## src/rtl/load_store_unit.sv

```systemverilog
// load_store_unit
//   Bridges a single-request datapath port to a byte-addressed, 16-bit wide
//   data memory. It performs word loads and stores, byte loads with sign or
//   zero extension, and byte stores done as read-modify-write.
//
//   Handshake: a request is accepted on the rising edge where
//   req_valid && req_ready. req_ready is high only in IDLE with rst low.
//   Completion is a one-cycle resp_valid pulse with no backpressure.
//   resp_rdata and resp_err stay valid until the next completion.
//
// Ports
//   clk, rst          clock, synchronous active-high reset
//   req_valid/ready   request handshake
//   req_write         1 = store, 0 = load
//   req_byte          1 = byte access, 0 = 16-bit word access
//   req_signed        byte loads: 1 = sign-extend, 0 = zero-extend
//   req_addr          byte address (0xFFFF is rejected with resp_err)
//   req_wdata         store data; byte stores use [7:0]
//   resp_valid        one-cycle completion pulse
//   resp_rdata        load result (0 for stores and errors)
//   resp_err          request rejected
//   MemRead/MemWrite  data-memory strobes (never both high)
//   Address           data-memory byte address
//   Write_Data        data-memory write word
//   MDR               data-memory read word {byte[A+1], byte[A]}
//
// Parameter
//   RD_LAT            cycles MemRead is held before MDR is sampled (1..4)

module load_store_unit #(
    parameter int RD_LAT = 1
) (
    input  logic        clk,
    input  logic        rst,
    input  logic        req_valid,
    output logic        req_ready,
    input  logic        req_write,
    input  logic        req_byte,
    input  logic        req_signed,
    input  logic [15:0] req_addr,
    input  logic [15:0] req_wdata,
    output logic        resp_valid,
    output logic [15:0] resp_rdata,
    output logic        resp_err,
    output logic        MemRead,
    output logic        MemWrite,
    output logic [15:0] Address,
    output logic [15:0] Write_Data,
    input  logic [15:0] MDR
);

    localparam logic [1:0] S_IDLE = 2'd0;
    localparam logic [1:0] S_RD   = 2'd1;
    localparam logic [1:0] S_WR   = 2'd2;
    localparam logic [1:0] S_RESP = 2'd3;

    // Value of rd_cnt in the last RD cycle.
    localparam logic [1:0] RD_LAST = 2'(RD_LAT - 1);

    logic [1:0] state;
    logic [1:0] rd_cnt;
    logic       op_write;
    logic       op_byte;
    logic       op_signed;
    logic [7:0] op_wbyte;

    // Strobes and handshake decode straight from the state register, so
    // they are glitch-free and can never overlap.
    assign req_ready  = (state == S_IDLE) && !rst;
    assign MemRead    = (state == S_RD);
    assign MemWrite   = (state == S_WR);
    assign resp_valid = (state == S_RESP);

    function automatic logic [15:0] load_result(input logic [15:0] d,
                                                input logic        byt,
                                                input logic        sgn);
        logic [15:0] r;
        if (!byt)
            r = d;
        else if (sgn)
            r = {{8{d[7]}}, d[7:0]};
        else
            r = {8'h00, d[7:0]};
        return r;
    endfunction

    always_ff @(posedge clk) begin
        if (rst) begin
            state      <= S_IDLE;
            rd_cnt     <= 2'd0;
            op_write   <= 1'b0;
            op_byte    <= 1'b0;
            op_signed  <= 1'b0;
            op_wbyte   <= 8'h00;
            Address    <= 16'h0000;
            Write_Data <= 16'h0000;
            resp_rdata <= 16'h0000;
            resp_err   <= 1'b0;
        end else begin
            case (state)
                S_IDLE: begin
                    if (req_valid) begin
                        Address    <= req_addr;
                        Write_Data <= req_wdata;
                        op_write   <= req_write;
                        op_byte    <= req_byte;
                        op_signed  <= req_signed;
                        op_wbyte   <= req_wdata[7:0];
                        rd_cnt     <= 2'd0;
                        if (req_addr == 16'hFFFF) begin
                            // Rejected: complete next cycle, memory untouched.
                            resp_err   <= 1'b1;
                            resp_rdata <= 16'h0000;
                            state      <= S_RESP;
                        end else if (req_write && !req_byte) begin
                            state <= S_WR;
                        end else begin
                            // Loads and byte stores both start with a read.
                            state <= S_RD;
                        end
                    end
                end
                S_RD: begin
                    if (rd_cnt == RD_LAST) begin
                        if (op_write) begin
                            // Byte store: keep the neighbouring byte from memory.
                            Write_Data <= {MDR[15:8], op_wbyte};
                            state      <= S_WR;
                        end else begin
                            resp_rdata <= load_result(MDR, op_byte, op_signed);
                            resp_err   <= 1'b0;
                            state      <= S_RESP;
                        end
                    end else begin
                        rd_cnt <= rd_cnt + 2'd1;
                    end
                end
                S_WR: begin
                    resp_rdata <= 16'h0000;
                    resp_err   <= 1'b0;
                    state      <= S_RESP;
                end
                default: begin
                    state <= S_IDLE;
                end
            endcase
        end
    end

endmodule

```

## config.mk

```make
export PLATFORM = sky130hd
export DESIGN_NAME = load_store_unit
export DESIGN_NICKNAME = d
export VERILOG_FILES = /design/src/rtl/load_store_unit.sv
export SDC_FILE = /design/constraint.sdc
export NUM_CORES = 1
export LEC_CHECK = 0
export CAP_MARGIN = 10
export CORE_MARGIN = 8
export CORE_UTILIZATION = 45
export CTS_CLUSTER_DIAMETER = 30
export DETAILED_ROUTE_END_ITERATION = 12
export HOLD_SLACK_MARGIN = 0.15
export PLACE_DENSITY_LB_ADDON = 0.08
export SLEW_MARGIN = 20
export SYNTH_ARGS = -nofsm -noshare
export SYNTH_HDL_FRONTEND = slang
export SYNTH_SLANG_ARGS = --single-unit
```

## constraint.sdc

```tcl
create_clock -name clk -period 3.7 [get_ports clk]
set_input_delay 0.74 -clock clk [delete_from_list [all_inputs] [get_ports clk]]
set_output_delay 0.74 -clock clk [all_outputs]
set_load 0.03 [all_outputs]
```

==> flow_metrics.env <==
export IMPL_dr_pass1_iters=4
export IMPL_power_share_combinational=0.467
export IMPL_fp_dieW_um=95.2
export IMPL_nFillCells=526
export IMPL_hold_class="flop to flop"
export IMPL_fin_skew_ns=0.00887
export IMPL_path_cells="inv_1 -> ha_1 -> nor2b_1 -> clkdlybuf4s50_1"
export IMPL_wl_um=7770
export IMPL_layout_drive_gt1_share=0.0657
export IMPL_cp_required_ns=2.96
export IMPL_ys_types=34
export IMPL_utilization=0.658
export IMPL_h_tree_depth=3
export IMPL_rsz0062_at_grt="no"
export IMPL_fp_row_count=29
export IMPL_grt_pass1_vias=2577
export IMPL_max_stage_delay_ns=0.70
export IMPL_internal_power_mw=1.72
export IMPL_viasPerCell=5.24
export IMPL_crit_path_end_kind="output port"
export IMPL_fmax_ghz=0.357
export IMPL_cts_hold_buf=0
export IMPL_clockBufferDepth=2
export IMPL_port_buffers=106
export IMPL_pre_cts_ws_ns=1.05
export IMPL_slowest_stage="clkdlybuf4s50_1"
export IMPL_slew_violations=0
export IMPL_netlist_top_cell_by_area="dfxtp_1"
export IMPL_final_area_mm2=0.00408
export IMPL_hold_viol=0
export IMPL_dieArea_mm2=0.00906
export IMPL_syn_inst=323
export IMPL_core_mm2=0.00620
export IMPL_wire_per_inst_um=15.4
export IMPL_seq_area_frac_synth=0.454
export IMPL_cts_repair_resized=0
export IMPL_period_needed_ns=2.80
export IMPL_cts_tree="done"
export IMPL_arrival_ns=2.06
export IMPL_status="complete, no violations"
export IMPL_grt_ovfl_total=0
export IMPL_antenna_found_initial=0
export IMPL_vias=2637
export IMPL_drc=0
export IMPL_powerDensity_mw_per_mm2=698
export IMPL_cts_inserted_buffers=9
export IMPL_ys_warnings_count=0
export IMPL_fin_setup_tns_ns=0
export IMPL_grt_max_degree=66
export IMPL_gp_congestion=0.731
export IMPL_antenna_cells=0
export IMPL_netlist_area_leader_share=0.454
export IMPL_critPathLaunchType="flop"
export IMPL_hpwlAfterDp_um=5540
export IMPL_path_class="flop to output port"
export IMPL_io_pins=107
export IMPL_leakage_nw=1.48
export IMPL_syn_nets=382
export IMPL_setup_violations=0
export IMPL_clock_power_share=0.212
export IMPL_grt_pass1_wl_um=12300
export IMPL_vdd_ir_drop_max_mv=0.396
export IMPL_syn_area_mm2=0.00282
export IMPL_relSlewSlack=0.346
export IMPL_seq_area_mm2=0.00128
export IMPL_fp_dieH_um=95.2
export IMPL_drtAntennaViolNets=0
export IMPL_ys_seq_elements=64
export IMPL_postCtsSetupBuffers=0
export IMPL_clock_latency_ns=0.33
export IMPL_postSynthAreaPerCell_um2=8.74
export IMPL_synth_area_top_cells="dfxtp_1 (45%), mux2i_1 (8.9%), nand2_1 (7.6%), a21oi_1 (6.9%), o21ai_0 (4.3%)"
export IMPL_cts_root_buf="clkbuf_8"
export IMPL_drtIter0Drc=132
export IMPL_globalRouteTotalUtil=0.170
export IMPL_cp_max_fo=9
export IMPL_sequentialPowerShare=0.321
export IMPL_swShare=0.395
export IMPL_p_switching_mw=1.12
export IMPL_multi_input_area_mm2=0.00139
export IMPL_placed_area_mm2=0.00388
export IMPL_min_period_over_period=0.758
export IMPL_worst_pin_slew_ns=0.979
export IMPL_cts_sinks=64
export IMPL_initial_core_util=0.455
export IMPL_area_growth_syn_to_layout_pct=44.7
export IMPL_cap_violations=0
export IMPL_worst_slack_ns=0.896
export IMPL_fin_nets=480
export IMPL_cts_clk_slew_worst_paths_ns=0.07
==> logic make-up (layout without fill, tap and decap cells) <==
| kind of cell | count (synthesis) | in the layout | synth area share |
|---|---|---|---|
| buffers and inverters | 30 | 133 | 0.0545 |
| multiplexers | 25 | 25 | 0.0887 |
| adder cells (fa/ha/maj) | 5 | 5 | 0.0222 |
| flip-flops | 64 | 64 | 0.454 |
| AND/OR/NAND/NOR | 109 | 109 | 0.182 |
| AO/OA/AOI/OAI | 90 | 90 | 0.199 |
==> path summary, 6_finish.rpt <==
check | startpoint | endpoint | slack [ns] | cells past startpoint
hold / removal | Address[11] | Address[11] | 0.45 | 2
hold reg to reg | Address[11] | Address[11] | 0.45 | 2
setup / recovery | state[0] | req_ready | 0.90 | 4
setup reg to reg | state[1] | Write_Data[2] | 1.21 | 7
==> through the flow <==
step | total power [mW] | cells | hold WS, ns
after floorplan | 1.85 | 323 | 0.436
after global placement | 2.25 | 487 | 0.441
after detailed placement | 2.27 | 487 | 0.445
after CTS | 2.88 | 503 | 0.455
after global routing | 3.03 | 503 | 0.475
final | 2.85 | 503 | 0.452
==> synthesized netlist by cell type <==
master    count
a211o_1       1
a211oi_1     16
a211oi_4      1
a21o_1        1
a21oi_1      39
a21oi_2       1
a311oi_2      1
a32oi_1       1
and2_1        2
and2b_4       1
buf_1         4
buf_2         6
buf_4         1
buf_6         4
clkbuf_1      9
dfxtp_1      64
ha_1          5
inv_1         6
mux2i_1      25
nand2_1      57
nand2_2       1
nand2b_1     11
nand4_1      12
nor2_1       17
nor2b_1       3
nor3_1        1
nor3_4        1
nor4_1        1
nor4b_1       1
o21ai_0      24
o22ai_1       1
o41a_1        3
o41ai_2       1
or2b_1        1
==> critical path, delay by kind of cell (launching register included) <==
kind          cells  cell delay, ns
flops             1            0.34
fa+ha+maj         1            0.36
buf+inv           2            0.79
simple gates      1            0.25
==> routing by layer <==
metal | track usage | up-vias | share of wire
met5 | 0 | - | 0
met4 | 0.0624 | 0 | 0.012
met3 | 0.0488 | 9 | 0.074
met2 | 0.275 | 75 | 0.47
met1 | 0.211 | 1221 | 0.45
li1 | - | 1332 | -
==> sequential cells by signal, summed over array words and instances, names as in the netlist <==
signal / count
rd_cnt: 2
Address: 16
resp_rdata: 16
op_write: 1
resp_err: 1
Write_Data: 16
state: 2
op_byte: 1
op_wbyte: 8
op_signed: 1
==> power groups by stage <==
stage | logic, mW | registers [mW] | clock network [mW]
floorplan | 0.701 | 1.15 | 0
global placement | 1.33 | 0.923 | 0
detailed placement | 1.34 | 0.930 | 0
CTS | 1.35 | 0.916 | 0.618
global route | 1.44 | 0.933 | 0.650
finish | 1.33 | 0.914 | 0.603
==> cell usage in the layout (no fill, tap or decap), types with 2 or more instances in the layout <==
cell type,synthesis,layout
clkdlybuf4s50_1,0,105
dfxtp_1,64,64
nand2_1,57,57
a21oi_1,39,39
mux2i_1,25,25
o21ai_0,24,24
nor2_1,17,17
a211oi_1,16,16
nand4_1,12,12
nand2b_1,11,11
clkbuf_8,0,11
inv_1,6,6
buf_4,1,5
ha_1,5,4
nor2b_1,3,3
o41a_1,3,3
and2_1,2,2
clkbuf_1,9,2
clkinv_2,0,2
==> final cells by class <==
cell class | count | share of cell area
flip-flops and latches | 64 | 0.314
well taps | 77 | 0.0236
repair buffers | 111 | 0.268
clock inverters | 3 | 0.00981
clock buffers | 13 | 0.0389
multi-input cells | 229 | 0.340
inverters | 6 | 0.00552
Power figures use the tool's default switching activity.
